### src/rtl/cb_pkg.sv
// rtl/cb_pkg.sv - shared types, flag indices and helpers for the CB shift path
package cb_pkg;

    typedef enum logic [2:0] {
        RLC  = 3'd0,
        RRC  = 3'd1,
        RL   = 3'd2,
        RR   = 3'd3,
        SLA  = 3'd4,
        SRA  = 3'd5,
        SWAP = 3'd6,
        SRL  = 3'd7
    } cb_op_t;

    typedef enum logic [1:0] {
        IDLE = 2'd0,
        NIB0 = 2'd1,
        NIB1 = 2'd2,
        DONE = 2'd3
    } nshift_state_t;

    localparam int FLAG_Z = 3;
    localparam int FLAG_N = 2;
    localparam int FLAG_H = 1;
    localparam int FLAG_C = 0;

    function automatic logic is_left(cb_op_t op);
        return (op == RLC) || (op == RL) || (op == SLA) || (op == SWAP);
    endfunction

endpackage

### src/rtl/nibble_shift.sv
// rtl/nibble_shift.sv - one-nibble shift/rotate slice, time-shared across both nibble cycles
module nibble_shift (
    input  logic [3:0] nibble,
    input  logic       dir,
    input  logic       shift_in,
    input  logic       swap,
    output logic [3:0] nibble_out,
    output logic       shift_out
);

    // dir=1 shifts toward bit 3 (left), dir=0 toward bit 0 (right)
    always_comb begin
        nibble_out = nibble;
        shift_out  = 1'b0;
        if (!swap) begin
            if (dir) begin
                nibble_out = {nibble[2:0], shift_in};
                shift_out  = nibble[3];
            end else begin
                nibble_out = {shift_in, nibble[3:1]};
                shift_out  = nibble[0];
            end
        end
    end

endmodule

### src/rtl/alu_nibble_shifter.sv
// rtl/alu_nibble_shifter.sv - two-cycle nibble-serial executor for CB shift/rotate ops
module alu_nibble_shifter
    import cb_pkg::*;
(
    input  logic       clk,
    input  logic       reset,
    input  logic       start,
    output logic       ready,
    input  logic [2:0] op,
    input  logic [7:0] operand,
    input  logic       cin,
    output logic       valid,
    output logic [7:0] result,
    output logic [3:0] flags
);

    nshift_state_t state_q, state_d;
    cb_op_t        op_q;
    logic [7:0]    operand_q;
    logic          cin_q;
    logic          carry_q;
    logic [3:0]    part_q;

    logic          accept;
    logic          left;
    logic          swap_op;
    logic [3:0]    nib_in;
    logic          nib_shift_in;
    logic [3:0]    nib_out;
    logic          nib_shift_out;
    logic [7:0]    final_result;
    logic [3:0]    final_flags;

    assign ready   = (state_q == IDLE) || (state_q == DONE);
    assign valid   = (state_q == DONE);
    assign accept  = start && ready;
    assign left    = is_left(op_q);
    assign swap_op = (op_q == SWAP);

    always_ff @(posedge clk or posedge reset) begin
        if (reset) begin
            state_q <= IDLE;
        end else begin
            state_q <= state_d;
        end
    end

    always_comb begin
        state_d = state_q;
        case (state_q)
            IDLE:    if (start) state_d = NIB0;
            NIB0:    state_d = NIB1;
            NIB1:    state_d = DONE;
            DONE:    state_d = start ? NIB0 : IDLE;
            default: state_d = IDLE;
        endcase
    end

    // Left ops take the low nibble first, right ops the high nibble first
    always_comb begin
        nib_in       = operand_q[3:0];
        nib_shift_in = carry_q;
        if ((state_q == NIB0) == left) begin
            nib_in = operand_q[3:0];
        end else begin
            nib_in = operand_q[7:4];
        end
        if (state_q == NIB0) begin
            case (op_q)
                RLC:     nib_shift_in = operand_q[7];
                RRC:     nib_shift_in = operand_q[0];
                RL:      nib_shift_in = cin_q;
                RR:      nib_shift_in = cin_q;
                SRA:     nib_shift_in = operand_q[7];
                default: nib_shift_in = 1'b0;
            endcase
        end
    end

    nibble_shift u_nibble_shift (
        .nibble     (nib_in),
        .dir        (left),
        .shift_in   (nib_shift_in),
        .swap       (swap_op),
        .nibble_out (nib_out),
        .shift_out  (nib_shift_out)
    );

    // SWAP and right ops leave the NIB0 nibble in the high half
    always_comb begin
        final_result = (left && !swap_op) ? {nib_out, part_q} : {part_q, nib_out};
        final_flags          = 4'h0;
        final_flags[FLAG_Z]  = (final_result == 8'h00);
        final_flags[FLAG_N]  = 1'b0;
        final_flags[FLAG_H]  = 1'b0;
        final_flags[FLAG_C]  = swap_op ? 1'b0 : (left ? operand_q[7] : operand_q[0]);
    end

    always_ff @(posedge clk or posedge reset) begin
        if (reset) begin
            op_q      <= RLC;
            operand_q <= 8'h00;
            cin_q     <= 1'b0;
            carry_q   <= 1'b0;
            part_q    <= 4'h0;
            result    <= 8'h00;
            flags     <= 4'h0;
        end else begin
            if (accept) begin
                op_q      <= cb_op_t'(op);
                operand_q <= operand;
                cin_q     <= cin;
            end
            if (state_q == NIB0) begin
                part_q  <= nib_out;
                carry_q <= nib_shift_out;
            end
            if (state_q == NIB1) begin
                result <= final_result;
                flags  <= final_flags;
            end
        end
    end

endmodule

### config.mk
export PLATFORM = sky130hd
export DESIGN_NAME = alu_nibble_shifter
export DESIGN_NICKNAME = d
export VERILOG_FILES = /design/src/rtl/cb_pkg.sv /design/src/rtl/nibble_shift.sv /design/src/rtl/alu_nibble_shifter.sv
export SDC_FILE = /design/constraint.sdc
export NUM_CORES = 1
export LEC_CHECK = 0
export ABC_AREA = 1
export BUFFER_PORTS_ARGS = -buffer_cell sky130_fd_sc_hd__buf_4
export CORE_ASPECT_RATIO = 1.2
export CORE_MARGIN = 2
export CORE_UTILIZATION = 53
export CTS_CLUSTER_DIAMETER = 60
export DETAILED_ROUTE_END_ITERATION = 10
export PLACE_DENSITY = 0.83
export SKIP_CTS_REPAIR_TIMING = 1
export SLEW_MARGIN = 40
export SYNTH_ARGS = -nofsm -noshare
export SYNTH_HDL_FRONTEND = slang
export SYNTH_HIERARCHICAL = 1
export SYNTH_SLANG_ARGS = --single-unit
### constraint.sdc
create_clock -name clk -period 2.4 [get_ports clk]
set_input_delay 0 -clock clk [delete_from_list [all_inputs] [get_ports clk]]
set_output_delay 0 -clock clk [all_outputs]
set_load 0.02 [all_outputs]
# Yosys cells after proc, flatten, opt, wreduce, memory -nomap -nowiden
# Index checks and enable logic that the tools add are counted.
dict set report classes {
  shift 0
  n_reduce_logical 12
  mul 0
  muxes 13
  bitwise_logic 0
  div_mod_pow 0
  add_sub_neg 0
  magnitude_cmp 0
  eq_ne 11
}
# operator n
set op_table {}
lappend op_table {{$mux 4} 3}
lappend op_table {{$eq 3x3->1 const B} 3}
lappend op_table {{$logic_not 8->1} 1}
lappend op_table {{$mux 8} 1}
lappend op_table {{$pmux 2 s4} 1}
lappend op_table {{$eq 3x2->1 const B} 2}
lappend op_table {{$mux 1} 6}
lappend op_table {{$eq 2x2->1 const B} 2}
lappend op_table {{$logic_or 1x1->1} 4}
lappend op_table {{$reduce_or 2->1} 2}
lappend op_table {{$eq 3x1->1 const B} 1}
lappend op_table {{$logic_not 3->1} 1}
lappend op_table {{$pmux 1 s3} 1}
lappend op_table {{$eq 2x1->1 const B} 1}
lappend op_table {{$logic_and 1x1->1} 2}
lappend op_table {{$logic_not 2->1} 1}
lappend op_table {{$mux 2} 1}
lappend op_table {{$ne 2x2->1 const B} 1}
lappend op_table {{$eq 1x1->1} 1}
lappend op_table {{$logic_not 1->1} 1}
dict set report totals {
  reg_bits 29
  rom_bits 0
  n_memories 0
  word_cells 44
  input_bits 15
  latch_bits 0
  out_inout_bits 14
  mem_bits_rw 0
}

# Logic depth before layout (Yosys ltp)
dict set report depth {
  word_depth 10
  depth_mapped 17
  ltp_nobuf 17
}

# Modules after synthesis
# Netlist, hierarchy kept.
# mod n_inst seq_area_each_um2 area_per_inst_um2 cells_per_inst
set by_module_without_submodules {}
lappend by_module_without_submodules {alu_nibble_shifter 1 725.7 1425.1 164}
lappend by_module_without_submodules {nibble_shift 1 0.0 118.9 30}

# Least setup slack after synthesis
# OpenSTA, ideal clock, no wires.
dict set report synth_timing {
  path_kind {reg-to-reg}
  start {reg state_q[1]}
  end {reg flags[3]}
  path_slack_ps 422
  path_stages_with_launch 15
  period_less_slack_ps 1978
  path_buffers 0
  setup_ps 116
  t_required_ps 2284
  arrival_ps 1862
  path_cell_list {dfrtp_1 -> inv_1 -> ha_1 -> xor2_1 -> nand2_1 -> o21ai_0 -> inv_1 -> nand2_1 -> nand3_1 -> nand2_1 -> inv_1 -> o21ai_0 -> nor2_1 -> nand2_1 -> nand2_1}
}
dict set report synth_via {
  elab_chain_cells 7
  word_cells_on_any_way 9
  classes_between {eq/ne (3); mux (5); reduce/logical (1)}
}
# item line
set synth_lines {}
lappend synth_lines {{start: declaration} alu_nibble_shifter.sv:17} ;# nshift_state_t state_q, state_d;
lappend synth_lines {{start signal: assignment} alu_nibble_shifter.sv:44} ;# state_q <= state_d;
lappend synth_lines {{$eq 2x1->1} alu_nibble_shifter.sv:63} ;# if ((state_q == NIB0) == left) begin
lappend synth_lines {{$eq 1x1->1} alu_nibble_shifter.sv:63}
lappend synth_lines {{$mux 4} alu_nibble_shifter.sv:63}
lappend synth_lines {{via nib_in[2]} alu_nibble_shifter.sv:27} ;# logic [3:0] nib_in;
lappend synth_lines {{$mux 4} nibble_shift.sv:16} ;# if (dir) begin
lappend synth_lines {{$mux 4} nibble_shift.sv:15} ;# if (!swap) begin
lappend synth_lines {{via nib_out[3]} alu_nibble_shifter.sv:29} ;# logic [3:0] nib_out;
lappend synth_lines {{$mux 8} alu_nibble_shifter.sv:91} ;# final_result = (left && !swap_op) ? {nib_out, part_q} : {part_q, nib_out};
lappend synth_lines {{$logic_not 8->1} alu_nibble_shifter.sv:93} ;# final_flags[FLAG_Z] = (final_result == 8'h00);
lappend synth_lines {{end signal: assignment} alu_nibble_shifter.sv:120} ;# flags <= final_flags;
lappend synth_lines {{end: declaration} alu_nibble_shifter.sv:14} ;# output logic [3:0] flags
# The timed path passes the listed nets, and every way through them passes these cells.
# A chain may end at the register's enable or synchronous reset.

# Worst setup path in the final report
dict set report layout_timing {
  start {reg state_q[1]}
  end {reg flags[3]}
}
dict set report layout_via {
  word_cells_on_any_way 9
  classes_between {eq/ne (3); mux (5); reduce/logical (1)}
}
# item line
set layout_lines {}
lappend layout_lines {{$eq 2x1->1} alu_nibble_shifter.sv:68} ;# if (state_q == NIB0) begin
lappend layout_lines {{$mux 1} alu_nibble_shifter.sv:68}
lappend layout_lines {{via nib_shift_in} alu_nibble_shifter.sv:28} ;# logic nib_shift_in;
lappend layout_lines {{$mux 4} nibble_shift.sv:16}
lappend layout_lines {{$mux 4} nibble_shift.sv:15}
lappend layout_lines {{via nib_out[3]} alu_nibble_shifter.sv:29}
lappend layout_lines {{$mux 8} alu_nibble_shifter.sv:91}
lappend layout_lines {{$logic_not 8->1} alu_nibble_shifter.sv:93}
# The timed path passes the listed nets, and every way through them passes these cells.

==> out/metrics.cfg <==
[timing]
setup_tns_ns = 0
setup_ws_ns = 0.263
min_period_ns = 2.14
period_share = 0.890
maxSlewViolCount = 0
whs_ns = 0.307
worst_pin_slew_ns = 0.577
setup_viol = 0
maxClockFrequency_mhz = 468
max_slew_margin = 0.614
hold_viol = 0
fin_worst_skew_ns = 0.00322
rsz0062_at_grt = no

[placement]
dpl.hpwl_um = 2050
io_buffers = 26
place.gp.congestion = 0.826
post-place-ws_ns = 0.183

[power_and_ir_drop]
share_comb_of_total_power = 0.588
power_leakage_nw = 1.02
clockPowerShare = 0.104
p_per_area_mw_per_mm2 = 1450
irDropWorstVdd_uv = 956
p_int_mw = 1.51
seqPwrFrac = 0.308
p_sw_mw = 1.33
p_sw_frac = 0.469

[drt]
drc_errors = 0
wl_per_cell_um = 11.0
dr.first_iter.drc_count = 35
vias = 1313
drtAntennaViolNets = 0
drt-vias-per-instance = 4.83
wirelength_um = 2980
wl_met3_um = 126
top_layer = met4
wl_met2_um = 1580
firstDrtPassIters = 4
route.layer.met1.wl_um = 1210

[synthesis]
synth_seq_area_share = 0.470
synth.cell_area_mm2 = 0.00154
ys_warn_count = 6
syn_inst = 194
synth_cell_types = 24
ys_ff_latch = 29
avgSynthCellArea_um2 = 7.96

[grt]
grt_pass1_vias = 1163
antenna_found_initial = 0
grt_max_degree = 30
grt_usage = 0.189
grt_pass1_wl_um = 4680
grt_overflow_total = 0

[clocking]
htreeDepth = 2
cts_buffers = 5
cts_max_path_buffers = 2
clock_sinks = 29
clk_latency_ns = 0.32
cts-root-buf = clkbuf_4
clkTransAtPathRegs_ns = 0.09
cts_tree = built

[floorplan]
die_area_mm2 = 0.00336
dieHeight_um = 63.1
io_pins = 29
core_mm2 = 0.00279
rows = 21
start_util = 0.554
die_x_um = 53.3

[worst_hold_path]
hp-class = in2async

[final_layout]
layout.nets = 258
drive_gt1_frac = 0.206
diodes = 0
syn_to_final_growth_pct = 26.7
fill_cells = 258

[worst_setup_path]
cpLargestDelayFamily = compound AO/OA/AOI/OAI gates
path_buf_inv = 4
worstPathArrival_ns = 2.35
slowest_delay_ns = 0.41
slowest_stage = dfrtp_1
setup.worst_path.start_class = flip-flop
required_ns = 2.62
crit_path_frequent_cell = nand2_1
crit_path_max_fanout = 12
path_class = reg2reg
path_cells = inv_1 -> ha_1 -> buf_4 -> nand2_1 -> a21oi_1 -> o211ai_1 -> o21ai_0 -> inv_1 -> nand2_1 -> nand3_1 -> nand2_1 -> inv_1 -> o21ai_1 -> nor2_1 -> nand2_1 -> nand2_1
cp-end-kind = flip-flop

[job]
maxCapViolCount = 0

[run_status]
outcome = finished, final reports clean

-- final cells by class --
| type | instances | area (um^2) | area share |
|---|---|---|---|
| Sequential cell | 29 | 726 | 0.371 |
| Multi-Input combinational cell | 133 | 682 | 0.348 |
| Timing Repair Buffer | 42 | 350 | 0.179 |
| Inverter | 27 | 101 | 0.0518 |
| Clock buffer | 7 | 55.1 | 0.0281 |
| Tap cell | 34 | 42.5 | 0.0217 |
-- worst min-delay path, stage by stage --
cell           delay [ns]
dlygate4sd3_1        0.54
buf_4                0.13
inv_1                0.04
buf_4                0.32
-- placed cells by master, fill, tap and decap left out, types with 2 or more instances in the layout --
cell type	count
inv_1	24
o21ai_1	2
ha_1	5
inv_2	3
buf_4	28
a21oi_1	8
mux2_2	6
nand2_1	53
o21ai_0	21
clkbuf_4	5
nor2_1	18
conb_1	2
dlygate4sd3_1	14
nand2_2	3
nand3_1	8
dfrtp_1	29
-- sequential cells by signal (all words and copies together), names as in the netlist --
| register | count |
|---|---|
| carry_q | 1 |
| cin_q | 1 |
| flags | 2 |
| op_q | 3 |
| operand_q | 8 |
| part_q | 4 |
| result | 8 |
| state_q | 2 |
-- final timing paths --
path	slack, ns	to	startpoint	cells after the start
setup reg to reg	0.26	flags[3]	state_q[1]	16
hold reg to reg	0.49	result[1]	result[1]	2
hold / removal	0.31	result[2]	reset	4
min in group clk	0.46	operand_q[1]	operand[1]	3
max in group asynchronous	1.82	state_q[1]	reset	4
setup / recovery	0.26	flags[3]	state_q[1]	16
-- per-stage QoR --
| step | cells | instance area (um^2) | total power, mW | utilization |
|---|---|---|---|---|
| floorplan | 195 | 1550 | 2.14 | - |
| global placement | 251 | 1750 | 2.48 | 0.630 |
| detailed placement | 251 | 1750 | 2.52 | 0.630 |
| CTS | 258 | 1810 | 2.82 | 0.650 |
| global route | 272 | 1960 | 3.16 | 0.703 |
| finish | 272 | 1960 | 2.84 | 0.703 |
-- kinds of logic (layout without fill, tap and decap cells) --
| family | Yosys count | after routing | share of synthesized area |
|---|---|---|---|
| flops | 29 | 29 | 0.470 |
| fa+ha+maj | 5 | 5 | 0.0405 |
| buf+inv | 33 | 76 | 0.0956 |
| other cells | 1 | 2 | 0.00243 |
| simple gates | 83 | 83 | 0.218 |
| compound gates | 36 | 36 | 0.124 |
| mux | 6 | 6 | 0.0438 |
| xor+xnor | 1 | 1 | 0.00567 |
-- synth_stat cells --
| cell | instances | area [um^2] |
|---|---|---|
| nand3_1 | 8 | 40.0 |
| nand2_4 | 1 | 11.3 |
| inv_2 | 3 | 11.3 |
| o22ai_1 | 1 | 6.26 |
| nor2_1 | 18 | 67.6 |
| mux2_2 | 6 | 67.6 |
| a21oi_1 | 8 | 40.0 |
| o21a_1 | 1 | 7.51 |
| buf_8 | 1 | 15.0 |
| dfrtp_1 | 29 | 726 |
| o21ai_2 | 1 | 8.76 |
| o21ai_1 | 1 | 5.00 |
| o21ai_0 | 22 | 110 |
| clkbuf_1 | 1 | 3.75 |
| xor2_1 | 1 | 8.76 |
| ha_1 | 5 | 62.6 |
| a31oi_1 | 1 | 6.26 |
| buf_2 | 1 | 5.00 |
| buf_4 | 3 | 22.5 |
| o211ai_1 | 1 | 7.51 |
| inv_1 | 24 | 90.1 |
| conb_1 | 1 | 3.75 |
| nand2_1 | 53 | 199 |
| nand2_2 | 3 | 18.8 |
-- power groups by stage --
stage          Clock [mW]  Combinational, mW  Sequential [mW]
5_1_grt             0.327               1.93            0.906
4_1_cts             0.298               1.65            0.873
2_1_floorplan           0               1.19            0.947
6_report            0.295               1.67            0.874
3_3_place_gp            0               1.61            0.871
3_5_place_dp            0               1.64            0.883
-- routing by layer --
layer / vias up / GRT usage
met5: - / 0
met4: 0 / 0.0865
met3: 7 / 0.0427
met2: 29 / 0.324
met1: 589 / 0.213
li1: 688 / -
No activity file was read; power rests on OpenSTA's default activity.
